## src/rtl/aes_mode_ctrl.sv

```systemverilog
// AES-128 block-mode controller: sequences ECB / CBC / CTR messages through an
// external AES core, handling chaining / counter state and the in/out handshakes.
module aes_mode_ctrl #(
    parameter int BLK_W = 16,
    parameter int CTR_W = 32
) (
    input  logic               i_Clk,
    input  logic               i_Rst,
    input  logic               i_fStart,
    input  logic               i_fEnc,
    input  logic [1:0]         i_Mode,
    input  logic [127:0]       i_Key,
    input  logic [127:0]       i_IV,
    input  logic [BLK_W-1:0]   i_NumBlk,
    input  logic               i_fValid,
    input  logic [127:0]       i_Text,
    output logic               o_fReady,
    output logic               o_fValid,
    output logic [127:0]       o_Data,
    input  logic               i_fReady,
    output logic               o_fBusy,
    output logic               o_fDone,
    output logic               o_fErr,
    output logic               o_Core_fStart,
    output logic               o_Core_fEnc,
    output logic [127:0]       o_Core_Key,
    output logic [127:0]       o_Core_Text,
    input  logic [127:0]       i_Core_Data,
    input  logic               i_Core_fDone
);

    localparam logic [2:0] S_IDLE       = 3'd0;
    localparam logic [2:0] S_WAIT_IN    = 3'd1;
    localparam logic [2:0] S_CORE_START = 3'd2;
    localparam logic [2:0] S_CORE_WAIT  = 3'd3;
    localparam logic [2:0] S_OUTPUT     = 3'd4;
    localparam logic [2:0] S_DONE       = 3'd5;

    localparam logic [1:0] M_ECB = 2'b00;
    localparam logic [1:0] M_CBC = 2'b01;
    localparam logic [1:0] M_CTR = 2'b10;
    localparam logic [1:0] M_RSV = 2'b11;

    localparam logic [BLK_W-1:0] BLK_ONE = BLK_W'(1);
    localparam logic [CTR_W-1:0] CTR_ONE = CTR_W'(1);

    logic [2:0]       r_State;
    logic             r_fEnc;
    logic [1:0]       r_Mode;
    logic [127:0]     r_Key;
    logic [127:0]     r_Chain;      // CBC chaining value or CTR counter block
    logic [127:0]     r_Text;       // accepted input block, needed after the core returns
    logic [BLK_W-1:0] r_Remain;
    logic [127:0]     r_CoreText;
    logic             r_CoreEnc;
    logic [127:0]     r_Data;
    logic             r_fErr;

    logic [127:0]     w_CoreText;
    logic             w_CoreEnc;
    logic [127:0]     w_Result;
    logic [127:0]     w_NextChain;
    logic [127:0]     w_CtrNext;

    // Counter increment wraps within the low field; the nonce part never changes.
    assign w_CtrNext = {r_Chain[127:CTR_W], r_Chain[CTR_W-1:0] + CTR_ONE};

    // Core operand selection for the block being accepted in WAIT_IN.
    always_comb begin
        // NOTE: defaults first so every path assigns every output -- no latch inferred.
        w_CoreText = i_Text;
        w_CoreEnc  = r_fEnc;
        case (r_Mode)
            M_CBC: begin
                if (r_fEnc) w_CoreText = i_Text ^ r_Chain;
                else        w_CoreEnc  = 1'b0;
            end
            M_CTR: begin
                w_CoreText = r_Chain;
                w_CoreEnc  = 1'b1;
            end
            default: ;
        endcase
    end

    // Output block and next chain/counter value from the core result.
    always_comb begin
        w_Result    = i_Core_Data;
        w_NextChain = r_Chain;
        case (r_Mode)
            M_CBC: begin
                if (r_fEnc) begin
                    w_NextChain = i_Core_Data;
                end else begin
                    w_Result    = i_Core_Data ^ r_Chain;
                    w_NextChain = r_Text;
                end
            end
            M_CTR: begin
                w_Result    = i_Core_Data ^ r_Text;
                w_NextChain = w_CtrNext;
            end
            default: ;
        endcase
    end

    // Message FSM plus all datapath registers.
    always_ff @(posedge i_Clk or posedge i_Rst) begin
        if (i_Rst) begin
            r_State    <= S_IDLE;
            r_fEnc     <= 1'b1;
            r_Mode     <= M_ECB;
            r_Key      <= '0;
            r_Chain    <= '0;
            r_Text     <= '0;
            r_Remain   <= '0;
            r_CoreText <= '0;
            r_CoreEnc  <= 1'b1;
            r_Data     <= '0;
            r_fErr     <= 1'b0;
        end else begin
            // NOTE: non-blocking assignments so every register sees pre-edge values.
            r_fErr <= 1'b0;
            case (r_State)
                S_IDLE: begin
                    if (i_fStart) begin
                        if (i_Mode == M_RSV) begin
                            r_fErr <= 1'b1;
                        end else if (i_NumBlk == '0) begin
                            r_State <= S_DONE;
                        end else begin
                            r_fEnc   <= i_fEnc;
                            r_Mode   <= i_Mode;
                            r_Key    <= i_Key;
                            r_Chain  <= i_IV;
                            r_Remain <= i_NumBlk;
                            r_State  <= S_WAIT_IN;
                        end
                    end
                end
                S_WAIT_IN: begin
                    if (i_fValid) begin
                        r_Text     <= i_Text;
                        r_CoreText <= w_CoreText;
                        r_CoreEnc  <= w_CoreEnc;
                        r_State    <= S_CORE_START;
                    end
                end
                S_CORE_START: r_State <= S_CORE_WAIT;
                S_CORE_WAIT: begin
                    if (i_Core_fDone) begin
                        r_Data  <= w_Result;
                        r_Chain <= w_NextChain;
                        r_State <= S_OUTPUT;
                    end
                end
                S_OUTPUT: begin
                    if (i_fReady) begin
                        r_Remain <= r_Remain - BLK_ONE;
                        r_State  <= (r_Remain == BLK_ONE) ? S_DONE : S_WAIT_IN;
                    end
                end
                S_DONE:  r_State <= S_IDLE;
                default: r_State <= S_IDLE;
            endcase
        end
    end

    assign o_fReady      = (r_State == S_WAIT_IN);
    assign o_fValid      = (r_State == S_OUTPUT);
    assign o_fBusy       = (r_State != S_IDLE);
    assign o_fDone       = (r_State == S_DONE);
    assign o_fErr        = r_fErr;
    assign o_Core_fStart = (r_State == S_CORE_START);
    assign o_Core_fEnc   = r_CoreEnc;
    assign o_Core_Key    = r_Key;
    assign o_Core_Text   = r_CoreText;
    assign o_Data        = r_Data;

endmodule

```

## config.mk

```make
export PLATFORM = sky130hd
export DESIGN_NAME = aes_mode_ctrl
export DESIGN_NICKNAME = d
export VERILOG_FILES = /design/src/rtl/aes_mode_ctrl.sv
export SDC_FILE = /design/constraint.sdc
export NUM_CORES = 2
export LEC_CHECK = 0
export ABC_CLOCK_PERIOD_IN_PS = 26900
export CAP_MARGIN = 20
export CORE_ASPECT_RATIO = 0.75
export CORE_MARGIN = 5
export CORE_UTILIZATION = 28
export CTS_CLUSTER_SIZE = 25
export DETAILED_ROUTE_END_ITERATION = 7
export HOLD_SLACK_MARGIN = 0.05
export PLACE_DENSITY_LB_ADDON = 0.2
export REMOVE_ABC_BUFFERS = 1
export SYNTH_ARGS = -nofsm -noshare
export SYNTH_HDL_FRONTEND = slang
export SYNTH_SLANG_ARGS = --single-unit
```

## constraint.sdc

```tcl
create_clock -name i_Clk -period 26.9 [get_ports i_Clk]
set_clock_uncertainty 0.2 [all_clocks]
set_input_delay 2.69 -clock i_Clk [delete_from_list [all_inputs] [get_ports i_Clk]]
set_output_delay 2.69 -clock i_Clk [all_outputs]
set_load 0.005 [all_outputs]
```

* Word-level counts from Yosys, hierarchy flattened *
Cells that the tools add are included.

storage, ports and cells
  flip-flop bits (word level) = 664
  latch bits = 0
  RAM bits = 0
  bits in read-only memories = 0
  input bits = 537
  output and inout port bits = 391
  memories kept = 0

operators by class
  $add $sub $neg = 2
  $mul = 0
  divide/modulo/power cells = 0
  magnitude comparators = 0
  equal/unequal tests = 18
  shifts and indexed selects = 0
  multiplexer cells = 29
  bitwise logic cells = 5
  reductions and logical operators = 12

operator list
  cell                                                                     number
  128-bit case mux with 2 select lines                                     4
  128-bit two-way mux                                                      7
  128-bit bitwise XOR                                                      3
  16-bit two-way mux                                                       4
  32-bit by 1-bit adder with 32-bit output, second input constant          1
  16-bit case mux with 2 select lines                                      1
  3-bit two-way mux                                                        7
  16-bit by 1-bit equality test with 1-bit output, second input constant   1
  16-bit logical NOT                                                       1
  16-bit by 1-bit subtractor with 16-bit output, second input constant     1
  3-bit case mux with 5 select lines                                       1
  2-bit inequality test, second input constant                             6
  5-bit AND reduction                                                      2
  7-bit AND reduction                                                      1
  3-bit by 2-bit equality test with 1-bit output, second input constant    2
  3-bit equality test, second input constant                               2
  6-bit AND reduction                                                      1
  2-bit equality test, second input constant                               2
  1-bit two-way mux                                                        4
  2-bit by 1-bit inequality test with 1-bit output, second input constant  2
  2-bit AND reduction                                                      2
  4-bit AND reduction                                                      1
  2-bit nonzero test                                                       2
  3-bit by 1-bit equality test with 1-bit output, second input constant    1
  other kinds (6)                                                          7

* Longest topological paths before layout *
  depth after elaboration = 5
  mapped depth = 10
  gate-level depth less buffers = 7

* Worst setup path after synthesis *
OpenSTA, ideal clock, no wires.

  path kind = input -> register
  start point = input port i_NumBlk[3]
  end point = register r_Key[100] (netlist: o_Core_Key[100])
  setup time = 0.125 ns
  data arrival time = 4.311 ns
  data required time = 26.575 ns
  setup slack = 22.264 ns
  cell stages on the path = 6
  path through = nor4_1 > nand4_1 > nand4_1 > buf_1 > buf_2 > mux2_2

on the way
  word-level cells in the longest chain between the ends = 3

RTL lines
  item                           line  RTL
  from (decl)                    14    input logic [BLK_W-1:0] i_NumBlk,
  16-bit logical NOT             129   end else if (i_NumBlk == '0) begin
  1-bit inverter (no line)       -
  4-bit AND reduction (no line)  -
  to (signal assigned)           134   r_Key <= i_Key;
  to (decl)                      50    logic [127:0] r_Key;

No other way between the ends.
A chain may end at the register's enable or synchronous reset.

==> results_dict.tcl <==
set metrics [dict create \
    synth_async_sr_flop_share_pct 100 \
    synth_ff_type "dfrtp_1" \
    p_int_mw 3.55 \
    grt_pass1_wl_um 227000 \
    cts_tree "built" \
    synth-compound-area-share_pct 24.0 \
    hpwl_um 103000 \
    drt_iter0_markers 3101 \
    grt_pass1_vias 32148 \
    dieHeight_um 316 \
    hold_buffers 0 \
    syn_inst 3774 \
    min_to "o_Data[127]$_DFFE_PP0P_" \
    r2r-end "r_Chain[124]$_DFFE_PP0P_" \
    first_pass_iters 5 \
    worstSkewPairLatency_ns 0.69 \
    synth-xor-area-share_pct 0.151 \
    max-vdd-ir-drop_v 0.0000791 \
    finalWeightedCongestion 0.833 \
    via_per_inst 5.46 \
    synth_edf_count 0 \
    slew_violations 0 \
    yosys.area_share.simple_pct 11.6 \
    holdCritStartpoint "o_Data[127]$_DFFE_PP0P_" \
    num_rows 112 \
    path_clk_slew_ns 0.06 \
    status "completed" \
    critPathRequiredTime_ns 27.37 \
    leakage_nw 18.1 \
    critPathMaxFanout 142 \
    die_w_um 418 \
    n_fill_cell 12447 \
    syn_area_um2 34900 \
    drive_gt1_share_pct 9.81 \
    io_pins 928 \
    track_usage_pct 22.5 \
    r2r.worst_path.cells 9 \
    share_comb_of_total_power_pct 52.4 \
    port_buffers 927 \
    rsz0062_at_grt "false" \
    start_util_pct 28.1 \
    crit_type "input pin to async pin" \
    powerDensity_nw_per_um2 134 \
    synth_top_family_by_area "compound AO/OA/AOI/OAI gates" \
    timing.rr.start "r_Mode[0]$_DFFE_PP0P_" \
    power.share.clock_pct 16.7 \
    crit_arrival_ns 6.59 \
    p_switching_mw 2.86 \
    h-tree-depth 3 \
    min_path_cells 2 \
    finalSetupViolations 0 \
    cap_violations 0 \
    clock-sinks 664 \
    synth_area_leaders "dfrtp_1 47%, mux2_2 8.4%, a21oi_1 6.9%, o21ai_0 6.4%, nor3_1 3.5%" \
    ys_types 63 \
    antenna_left 0 \
    wl_per_cell_um 25.3 \
    grt_max_degree 171 \
    max_slew_margin_pct 16.5 \
    finalHoldViolations 0 \
    cp-start-kind "input pin" \
    cts-buffers-inserted 77 \
    drcViolationCount 0 \
    synthMuxAreaShare_pct 11.8 \
    setup_tns_ns 0 \
    cts-root-buf "clkbuf_16" \
    endpoint_kind "async pin" \
    period_needed_ns 6.11 \
    routed_wl_um 156000 \
    nNetsFinal 4989 \
    synth_largest_area_cell "dfrtp_1" \
    worst_pin_slew_ns 1.25 \
    grt_overflow 0 \
    seqPwrFrac_pct 30.9 \
    synth_top_cell_area_share_pct 47.5 \
    min_period_over_period_pct 22.7 \
    ys_warn_count 0 \
    area_growth_pct 36.9 \
    synth-seq-area-share_pct 47.6 \
    antenna_found_initial 40 \
    via_count 33792 \
    synthAdderAreaFrac_pct 0.179 \
    avgSynthCellArea_um2 9.25 \
    coreArea_um2 124000 \
    reg2reg_slack_ns 22.74 \
    die_area_um2 132000 \
    swShare_pct 44.6 \
    finalPower_mw 6.41 \
    max_freq_mhz 164 \
    cts-resized-gates 0 \
    clock_path_buffers 3 \
    yosys_register_bits 664 \
    post-cts-setup-buffers 0 \
    min_path_type "register to register" \
]
[synth_stat cells, types with 5 or more instances]
cell,number
a211oi_1,16
nor4_1,11
nand4_1,11
dfrtp_1,662
buf_2,78
o21ai_0,444
o211ai_1,7
buf_1,38
o2bb2ai_1,7
a22o_1,5
a31oi_1,151
nand2_1,174
o221ai_1,129
xor2_1,5
nor3_1,244
nor2_1,268
nand3_1,146
nor2b_1,11
mux2i_1,119
mux2_2,261
clkbuf_1,261
o22ai_1,6
a22oi_1,133
and3_1,6
ha_1,5
o22a_1,7
a21oi_1,484
inv_1,20
[logic make-up after synthesis]
group | after synthesis
simple gates | 896
mux | 380
buf+inv | 403
xor+xnor | 6
flops | 664
fa+ha+maj | 5
compound gates | 1420
[per-stage QoR]
stage | worst slack (ns) | hold slack [ns] | area [um2] | cells | utilization, %
floorplan | 5.40 | 0.250 | 33400 | 3394 | -
global placement | 19.96 | 0.264 | 45200 | 6020 | 36.4
detailed placement | 20.01 | 0.270 | 45300 | 6021 | 36.4
CTS | 20.78 | 0.284 | 47700 | 6158 | 38.4
global route | 20.30 | 0.299 | 47800 | 6177 | 38.5
finish | 20.79 | 0.277 | 47800 | 6184 | 38.5
[routing by layer]
layer,wire [um],GRT usage [%],up-vias
li1,-,-,15421
met1,69000,31.1,16957
met2,72500,35.3,1192
met3,11500,5.81,208
met4,3400,5.54,14
met5,86,0,-
[registers in the layout, summed over array words and instances, names as in the netlist]
signal	count
r_State	3
o_Core_Key	128
o_Core_fEnc	1
r_Text	128
r_Remain	16
o_Data	128
o_fErr	1
r_Chain	128
o_Core_Text	128
r_Mode	2
r_fEnc	1
[power groups by stage]
| stage | Clock, mW | Combinational, mW | Sequential [mW] |
|---|---|---|---|
| after global routing | 1.14 | 3.65 | 2.04 |
| after CTS | 1.10 | 3.39 | 1.96 |
| after global placement | 0 | 3.34 | 1.96 |
| after detailed placement | 0 | 3.38 | 1.97 |
| final | 1.07 | 3.36 | 1.98 |
| after floorplan | 0 | 2.01 | 1.93 |
[critical path, stage by stage]
cell and delay (ns):
clkdlybuf4s50_1 0.49, inv_8 0.65, buf_4 0.84, buf_4 0.82, buf_12 0.63
[cells in the final DEF (no fill, tap or decap), types with 4 or more instances in the layout]
cell type / instances
nand2_1: 172
o31ai_1: 4
diode_2: 26
a31oi_1: 151
a211oi_1: 15
clkdlybuf4s50_1: 927
clkbuf_8: 14
buf_4: 40
nor2b_1: 10
inv_6: 6
buf_12: 7
mux2_2: 261
o22ai_1: 6
clkbuf_1: 25
o221ai_1: 129
o31a_1: 4
xor2_1: 5
clkbuf_16: 78
inv_1: 18
nand3_1: 146
o2bb2ai_1: 7
o22a_1: 7
nand4_1: 11
nor3_1: 244
clkinv_2: 6
a22oi_1: 133
o211ai_1: 7
mux2i_1: 119
ha_1: 4
and3_1: 6
a21oi_1: 483
o21ai_0: 444
nor2_1: 268
inv_8: 4
dfrtp_1: 662
nor4_1: 11
a22o_1: 5
[area by class of cell]
type / instances / area (um2) / area share [%]
antenna: 26 / 65.1 / 0.136
clock inverter: 20 / 238 / 0.497
sequential: 664 / 16600 / 34.8
multi-input combinational: 2707 / 16700 / 35.0
inverter: 23 / 114 / 0.238
clock buffer: 117 / 2240 / 4.68
timing repair buffer: 974 / 9720 / 20.3
tap: 1653 / 2070 / 4.33
[how the worst max path moves through the flow]
stage | start | endpoint | slack (ns) | cells after the start
floorplan | i_Rst | o_Core_Key[0]$_DFFE_PP0P_ | 5.40 | 1
global placement | i_Rst | o_Data[124]$_DFFE_PP0P_ | 19.96 | 5
detailed placement | i_Rst | o_Data[124]$_DFFE_PP0P_ | 20.01 | 5
CTS | i_Rst | o_Data[77]$_DFFE_PP0P_ | 20.78 | 5
global route | i_Rst | o_Data[77]$_DFFE_PP0P_ | 20.30 | 5
finish | i_Rst | o_Data[77]$_DFFE_PP0P_ | 20.79 | 5
(Power assumes the default switching activity.)
